==> config.mk <==
export PLATFORM = sky130hd
export DESIGN_NAME = addsub_pipe
export DESIGN_NICKNAME = d
export VERILOG_FILES = /design/src/rtl/addsub_pkg.sv /design/src/rtl/addsub_seg.sv /design/src/rtl/addsub_pipe.sv
export SDC_FILE = /design/constraint.sdc
export NUM_CORES = 1
export LEC_CHECK = 0
export BUFFER_PORTS_ARGS = -buffer_cell sky130_fd_sc_hd__buf_2
export CELL_PAD_IN_SITES_DETAIL_PLACEMENT = 0
export CELL_PAD_IN_SITES_GLOBAL_PLACEMENT = 1
export CORE_UTILIZATION = 45
export DETAILED_ROUTE_END_ITERATION = 10
export HOLD_SLACK_MARGIN = 0.03
export PLACE_DENSITY = 0.8
export SLEW_MARGIN = 30
export SYNTH_ARGS = -nofsm -noshare
export SYNTH_HDL_FRONTEND = slang
export SYNTH_HIERARCHICAL = 1
export SYNTH_SLANG_ARGS = --single-unit
==> constraint.sdc <==
create_clock -name clk -period 3.2 [get_ports clk]
set_input_delay 0 -clock clk [delete_from_list [all_inputs] [get_ports clk]]
set_output_delay 0 -clock clk [all_outputs]
set_load 0.02 [all_outputs]
==> src/rtl/addsub_pkg.sv <==
`default_nettype none
// ============================================================================
//  Module      : addsub_pkg
//  Description : Shared types and helpers for the segmented add/sub pipeline.
//  Revision    : 1.0 - initial release
// ============================================================================
package addsub_pkg;

    typedef enum logic [1:0] {
        ADD = 2'b00,
        SUB = 2'b01,
        ADC = 2'b10,
        SBB = 2'b11
    } addsub_op_e;

    typedef struct packed {
        logic cout;
        logic ovfl;
        logic zero;
        logic neg;
    } addsub_flags_t;

    localparam int C_MAX_WIDTH = 64;

    // Signed limit of a width-bit word, right-aligned in a C_MAX_WIDTH vector.
    function automatic logic [C_MAX_WIDTH-1:0] signed_limit(input int width, input logic want_min);
        logic [C_MAX_WIDTH-1:0] msb_only;
        msb_only            = '0;
        msb_only[width-1]   = 1'b1;
        return want_min ? msb_only : (msb_only - 1'b1);
    endfunction

endpackage
`default_nettype wire

==> src/rtl/addsub_seg.sv <==
`default_nettype none
// ============================================================================
//  Module      : addsub_seg
//  Description : Combinational SEG-bit adder slice with carry-in/out,
//                carry into its top bit and a slice-zero flag.
//  Revision    : 1.0 - initial release
// ============================================================================
module addsub_seg #(
    parameter int SEG = 4
) (
    input  logic [SEG-1:0] a_seg,
    input  logic [SEG-1:0] b_seg,
    input  logic           cin,
    output logic [SEG-1:0] sum,
    output logic           cout,
    output logic           cmsb,
    output logic           seg_zero
);

    logic [SEG:0] w_total;

    assign w_total  = {1'b0, a_seg} + {1'b0, b_seg} + {{SEG{1'b0}}, cin};
    assign sum      = w_total[SEG-1:0];
    assign cout     = w_total[SEG];
    // Carry into the top bit is recovered from that bit's sum and operands.
    assign cmsb     = a_seg[SEG-1] ^ b_seg[SEG-1] ^ w_total[SEG-1];
    assign seg_zero = ~|w_total[SEG-1:0];

endmodule
`default_nettype wire

==> src/rtl/addsub_pipe.sv <==
`default_nettype none
// ============================================================================
//  Module      : addsub_pipe
//  Description : Segment-pipelined two's-complement add/sub (ADD/SUB/ADC/SBB)
//                with valid/ready on both sides, one stage per SEG bits.
//                Define ADDSUB_PIPE_SAT_EN for signed saturation on overflow.
//  Revision    : 1.0 - initial release
// ============================================================================
module addsub_pipe
    import addsub_pkg::*;
#(
    parameter int WIDTH = 16,
    parameter int SEG   = 4
) (
    input  logic             clk,
    input  logic             rst,
    input  logic             in_valid,
    output logic             in_ready,
    input  logic [WIDTH-1:0] a,
    input  logic [WIDTH-1:0] b,
    input  logic [1:0]       op,
    input  logic             cin,
    output logic             out_valid,
    input  logic             out_ready,
    output logic [WIDTH-1:0] result,
    output logic             cout,
    output logic             ovfl,
    output logic             zero,
    output logic             neg
);

    localparam int STAGES = WIDTH / SEG;

    addsub_op_e       w_op;
    logic             w_stall;
    logic [WIDTH-1:0] w_b_eff;
    logic             w_c0;

    // Per-stage inputs: operands, partial sum, carry, valid, running zero.
    logic [WIDTH-1:0] w_a    [STAGES];
    logic [WIDTH-1:0] w_bx   [STAGES];
    logic [WIDTH-1:0] w_s    [STAGES];
    logic             w_c    [STAGES];
    logic             w_v    [STAGES];
    logic             w_z    [STAGES];
    // Per-stage results.
    logic [SEG-1:0]   w_sum  [STAGES];
    logic [WIDTH-1:0] w_s_nx [STAGES];
    logic             w_co   [STAGES];
    logic             w_cm   [STAGES];
    logic             w_sz   [STAGES];

    logic             r_vout;
    logic [WIDTH-1:0] r_result;
    addsub_flags_t    r_flags;

    logic [WIDTH-1:0] w_res_raw;
    logic [WIDTH-1:0] w_res_fin;
    logic             w_ovfl_fin;
    logic             w_zero_acc;
    logic             w_zero_fin;

    assign w_op     = addsub_op_e'(op);
    assign w_stall  = r_vout && !out_ready;
    assign in_ready = !rst && !w_stall;
    assign w_b_eff  = (w_op == SUB || w_op == SBB) ? ~b : b;

    always_comb begin
        w_c0 = 1'b0;
        case (w_op)
            ADD:      w_c0 = 1'b0;
            SUB:      w_c0 = 1'b1;
            ADC, SBB: w_c0 = cin;
            default:  w_c0 = 1'b0;
        endcase
    end

    for (genvar k = 0; k < STAGES; k++) begin : g_stage
        logic [WIDTH-1:0] w_snx;

        addsub_seg #(.SEG(SEG)) u_seg (
            .a_seg    (w_a[k][k*SEG +: SEG]),
            .b_seg    (w_bx[k][k*SEG +: SEG]),
            .cin      (w_c[k]),
            .sum      (w_sum[k]),
            .cout     (w_co[k]),
            .cmsb     (w_cm[k]),
            .seg_zero (w_sz[k])
        );

        always_comb begin
            w_snx                 = w_s[k];
            w_snx[k*SEG +: SEG]   = w_sum[k];
        end
        assign w_s_nx[k] = w_snx;

        if (k == 0) begin : g_head
            assign w_a[k]  = a;
            assign w_bx[k] = w_b_eff;
            assign w_s[k]  = '0;
            assign w_c[k]  = w_c0;
            assign w_v[k]  = in_valid;
            assign w_z[k]  = 1'b1;
        end else begin : g_skew
            // Skew/deskew: upper operand bits and finished lower sum bits travel together.
            logic [WIDTH-1:0] r_a;
            logic [WIDTH-1:0] r_bx;
            logic [WIDTH-1:0] r_s;
            logic             r_c;
            logic             r_v;
            logic             r_z;

            always_ff @(posedge clk or posedge rst) begin
                if (rst) begin
                    r_a  <= '0;
                    r_bx <= '0;
                    r_s  <= '0;
                    r_c  <= 1'b0;
                    r_v  <= 1'b0;
                    r_z  <= 1'b0;
                end else if (!w_stall) begin
                    r_a  <= w_a[k-1];
                    r_bx <= w_bx[k-1];
                    r_s  <= w_s_nx[k-1];
                    r_c  <= w_co[k-1];
                    r_v  <= w_v[k-1];
                    r_z  <= w_z[k-1] & w_sz[k-1];
                end
            end

            assign w_a[k]  = r_a;
            assign w_bx[k] = r_bx;
            assign w_s[k]  = r_s;
            assign w_c[k]  = r_c;
            assign w_v[k]  = r_v;
            assign w_z[k]  = r_z;
        end
    end

    assign w_res_raw  = w_s_nx[STAGES-1];
    assign w_ovfl_fin = w_cm[STAGES-1] ^ w_co[STAGES-1];
    assign w_zero_acc = w_z[STAGES-1] & w_sz[STAGES-1];

`ifdef ADDSUB_PIPE_SAT_EN
    localparam logic [C_MAX_WIDTH-1:0] C_LIM_MAX = signed_limit(WIDTH, 1'b0);
    localparam logic [C_MAX_WIDTH-1:0] C_LIM_MIN = signed_limit(WIDTH, 1'b1);
    localparam logic [WIDTH-1:0]       C_SMAX    = C_LIM_MAX[WIDTH-1:0];
    localparam logic [WIDTH-1:0]       C_SMIN    = C_LIM_MIN[WIDTH-1:0];

    // Overflow direction follows the sign of A; a saturated value is never zero.
    assign w_res_fin  = w_ovfl_fin ? (w_a[STAGES-1][WIDTH-1] ? C_SMIN : C_SMAX) : w_res_raw;
    assign w_zero_fin = w_zero_acc & ~w_ovfl_fin;
`else
    assign w_res_fin  = w_res_raw;
    assign w_zero_fin = w_zero_acc;
`endif

    always_ff @(posedge clk or posedge rst) begin
        if (rst) begin
            r_vout   <= 1'b0;
            r_result <= '0;
            r_flags  <= '0;
        end else if (!w_stall) begin
            r_vout       <= w_v[STAGES-1];
            r_result     <= w_res_fin;
            r_flags.cout <= w_co[STAGES-1];
            r_flags.ovfl <= w_ovfl_fin;
            r_flags.zero <= w_zero_fin;
            r_flags.neg  <= w_res_fin[WIDTH-1];
        end
    end

    assign out_valid = r_vout;
    assign result    = r_result;
    assign cout      = r_flags.cout;
    assign ovfl      = r_flags.ovfl;
    assign zero      = r_flags.zero;
    assign neg       = r_flags.neg;

endmodule
`default_nettype wire

# After elaboration in Yosys (flattened, before gate mapping)
# Index checks and enable logic that the tools add are counted.
dict set report totals {
  regBits 150
  in_bits 39
  output_inout_bits 22
  elab_cells 60
}
dict set report op_classes {
  add_sub_neg 8
  eq_ne 3
  muxes 2
  n_bitwise 7
  n_reduce_logical 16
}
# op count
set ops {}
lappend ops {{adder 4 x 4 -> 5 bit} 4}
lappend ops {{adder 5 x 1 -> 5 bit} 4}
lappend ops {{2-to-1 mux 16 bit} 1}
lappend ops {{NOT 16 bit} 1}
lappend ops {{OR reduction 4 bit} 4}
lappend ops {{zero test 1 bit} 7}
lappend ops {{equality test 2 bit (second input constant)} 2}
lappend ops {{AND 1 bit} 3}
lappend ops {{one-hot mux 1 bit (3 select lines)} 1}
lappend ops {{XOR 1 bit} 3}
lappend ops {{equality test 2 x 1 -> 1 bit (second input constant)} 1}
lappend ops {{logical AND 1 bit} 2}
lappend ops {{zero test 2 bit} 1}
lappend ops {{OR reduction 2 bit} 1}
lappend ops {{logical OR 1 bit} 1}

# Depth between registers and ports, before layout
dict set report logic_depth {
  depth_word 7
  depth_mapped 11
  mapped_depth_nobuf 9
}

# Modules after synthesis
# Netlist, hierarchy kept.
# module instances cells_per_inst area_each_um2 seq_area_each_um2
set modules_own_cells {}
lappend modules_own_cells {addsub_pipe 1 243 4329.2 2527.4}
lappend modules_own_cells {addsub_seg 4 21 178.9 0.0}

# Worst setup path after synthesis
# Ideal clock, no wire load.
dict set report synth_path {
  path_type {input -> register}
  startpoint {input op[0]}
  endpoint {register g_stage[1].g_skew.r_z}
  setup_ns 0.064
  t_arrival_ns 2.234
  required_time_ns 3.136
  slack_ns 0.903
  stages 10
  n_path_buf 2
  cell_sequence {buf_2 -> buf_4 -> mux2_2 -> inv_1 -> fa_1 -> inv_1 -> fa_1 -> or4b_1 -> mux2i_1 -> mux2_4}
}
# element line_no
set synth_rtl {}
lappend synth_rtl {{start: declaration} addsub_pipe.sv:21} ;# input logic [1:0] op,
lappend synth_rtl {{end signal: assignment} addsub_pipe.sv:127} ;# r_z <= w_z[k-1] & w_sz[k-1];
lappend synth_rtl {{end: declaration} addsub_pipe.sv:111} ;# logic r_z;

==> impl_metrics.env <==
export IMPL_status="completed"
export IMPL_vias=2605
export IMPL_hold_path_class="primary input to register"
export IMPL_hold_viol=0
export IMPL_die_area_um2=11640
export IMPL_crit_type="register to register"
export IMPL_syn_area_per_cell_um2=15.43
export IMPL_hpwl_um=5485
export IMPL_first_global_vias=2650
export IMPL_critPathSlowestCell="or4b_1"
export IMPL_dpl_cell_area_um2=5363
export IMPL_slew_headroom_pct=63.32
export IMPL_finalWirelength_um=7696
export IMPL_clk_insertion_delay_late_ns=0.36
export IMPL_cp_max_fo=3
export IMPL_most_common_layout_cells="101 x dfrtp_1, 70 x mux2_4, 60 x buf_2"
export IMPL_drv_cap=0
export IMPL_finalSetupTns_ns=0
export IMPL_highest_layer="met4"
export IMPL_cts_path_max_buffers=2
export IMPL_ys_ff_latch=101
export IMPL_tightest_slew_ns=0.5502
export IMPL_via_per_inst=4.694
export IMPL_clock_root_buffer="clkbuf_8"
export IMPL_ios=61
export IMPL_area_growth_pct=14.31
export IMPL_multi_input_area_um2=2213
export IMPL_cp_cell_sequence="inv_1 > fa_1 > inv_1 > fa_1 > or4b_1 > mux2i_1 > nand2_1 > o21ai_0"
export IMPL_crit_family="adder cells"
export IMPL_crit_cells=8
export IMPL_max_freq_mhz=433.1
export IMPL_remaining_drc_errors=0
export IMPL_wl_per_cell_um=13.87
export IMPL_rsz0062_at_grt="no"
export IMPL_setup_violations=0
export IMPL_cts_tree="built"
export IMPL_grt_max_degree=77
export IMPL_numCtsBuffers=9
export IMPL_worst_ep_required_time_ns=3.49
export IMPL_wl_met2_um=3424
export IMPL_track_usage_pct=14.81
export IMPL_syn_nets=386
export IMPL_layout_drive_gt1_share_pct=43.86
export IMPL_netlist_area_um2=5045
export IMPL_cp_num_buf_inv=2
export IMPL_layout_commonest_cell="dfrtp_1"
export IMPL_worstHoldPathCells=3
export IMPL_drt_iter0_drc=104
export IMPL_met3_length_um=277
export IMPL_antenna_found_initial=0
export IMPL_synth_seq_area_share_pct=50.10
export IMPL_fin_nets=472
export IMPL_core_area_um2=10890
export IMPL_endpoint_kind="register"
export IMPL_postRouteAntennaNets=0
export IMPL_start_util_pct=46.33
export IMPL_die_x_um=107.9
export IMPL_startpoint_type="register"
export IMPL_slowest_delay_ns=0.48
export IMPL_diodes=0
export IMPL_register_area_um2=2527
export IMPL_grt_overflow_total=0
export IMPL_n_fill_cell=926
export IMPL_first_pass_iters=4
export IMPL_wl_met1_um=3873
export IMPL_h_tree_depth=3
export IMPL_fin_area_um2=5767
export IMPL_reg2reg_depth=8
export IMPL_grt_pass1_wl_um=13020
export IMPL_finalWeightedCongestion=0.7525
export IMPL_clkTransAtPathRegs_ns=0.09
export IMPL_slew_violations=0
export IMPL_period_share_pct=72.15
export IMPL_synthesis_yosys_warnings=6
export IMPL_power_density_nw_per_um2=951.5
export IMPL_worstPathArrival_ns=2.60
export IMPL_power_leakage_uw=0.002810
export IMPL_skew_ns=0.007968
export IMPL_ff2ff_setup_slack_ns=0.89
export IMPL_netlist_instances=327
export IMPL_ir_drop_mv=0.3463
export IMPL_rows=38
export IMPL_clock_sinks=101
export IMPL_numPortBuffers=60
export IMPL_fin_crit_ns=2.309
export IMPL_ys_types=24
export IMPL_die_height_um=107.9
==> kinds of logic (layout without fill, tap and decap cells) <==
logic type               count (synthesis)  in the layout  synth area share, %
flip-flops                             101            101                50.10
multiplexers                           102            102                27.88
XOR/XNOR                                25             25                4.340
AO/OA/AOI/OAI                           15             15                1.984
AND/OR/NAND/NOR                         25             25                3.522
adder cells (fa/ha/maj)                 20             20                6.151
buffers and inverters                   39            127                6.027
==> state kept, by name, indices dropped and copies added, names as in the netlist, 3 cells and up <==
signal,count
g_stage.g_skew.r_c,3
g_stage.g_skew.r_s,24
g_stage.g_skew.r_z,3
g_stage.g_skew.r_a,24
g_stage.g_skew.r_v,3
g_stage.g_skew.r_bx,24
result,16
==> through the flow <==
stage	hold slack (ns)	cells	util, %	power, µW	setup slack (ns)
2_1_floorplan	0.07979	327	-	4379	0.5529
3_3_place_gp	0.1005	518	49.25	4691	1.017
3_5_place_dp	0.1036	518	49.25	4813	0.9460
4_1_cts	0.03809	555	52.96	5549	0.9143
5_1_grt	0.05326	555	52.96	5887	0.7130
6_report	0.04643	555	52.96	5487	0.8913
==> area by class of cell <==
| cell class | instances | share of cell area, % |
|---|---|---|
| tap | 140 | 3.038 |
| clock inverter | 1 | 0.1519 |
| timing repair buffer | 89 | 10.24 |
| multi-input combinational | 187 | 38.38 |
| inverter | 25 | 1.671 |
| clock buffer | 12 | 2.690 |
| sequential | 101 | 43.83 |
==> what timing repair did <==
item                                    CTS  global route
gates resized for setup                   0             0
hold buffers                             24             0
endpoints found under the hold margin    69             0
endpoints found under the setup margin    0             0
buffers inserted                          0             0
==> power by group <==
group,internal [µW],leakage [µW],total [µW],switching [µW]
Sequential,1840,0.00119,2180,341
Combinational,1520,0.00154,2590,1070
Clock,315,0.0000844,712,397
Total,3680,0.00281,5490,1810
==> cells in the mapped netlist <==
cell type  instances  share of area [%]
o21ai_0            3               0.30
or2_2              1               0.12
inv_1             25                1.9
nor2_1             1              0.074
ha_1              12                3.0
buf_2              1              0.099
xnor2_1            4               0.69
dfrtp_1          101                 50
nand4b_1           4               0.69
nand2_1            7               0.52
mux2i_1            4               0.79
nor2b_4            1               0.27
xor2_1            21                3.6
a21oi_1            4               0.40
buf_8              1               0.30
fa_1               8                3.2
buf_12             8                3.2
a21o_1             4               0.60
mux2_4            70                 21
a21o_2             4               0.69
or4b_1             4               0.79
nand3b_1           7                1.0
buf_4              4               0.60
mux2_2            28                6.2
==> worst register-to-register path: cells and delay by family, from the launching register on <==
family	cells	cell delay, ns
AO/OA/AOI/OAI	1	0.13
adder cells (fa/ha/maj)	2	0.88
buffers and inverters	2	0.16
flip-flops	1	0.37
multiplexers	1	0.15
AND/OR/NAND/NOR	2	0.54
==> per-layer routing <==
metal	up-vias	GRT usage (%)
met3	8	3.571
met2	43	21.38
met5	-	0
li1	1290	-
met1	1264	20.88
met4	0	7.045
==> path summary, 6_finish.rpt <==
kind / startpoint / endpoint
setup reg to reg: g_stage[1].g_skew.r_c$_DFFE_PP0N_ / g_stage[2].g_skew.r_z$_DFFE_PP0N_
max in group asynchronous: rst / g_stage[2].g_skew.r_bx[10]$_DFFE_PP0N_
hold reg to reg: g_stage[3].g_skew.r_v$_DFFE_PP0N_ / out_valid$_DFFE_PP0N_
setup / recovery: g_stage[1].g_skew.r_c$_DFFE_PP0N_ / g_stage[2].g_skew.r_z$_DFFE_PP0N_
hold / removal: b[6] / g_stage[1].g_skew.r_bx[6]$_DFFE_PP0N_
min in group asynchronous: rst / g_stage[2].g_skew.r_s[2]$_DFFE_PP0N_
No activity file was read; power rests on OpenSTA's default activity.
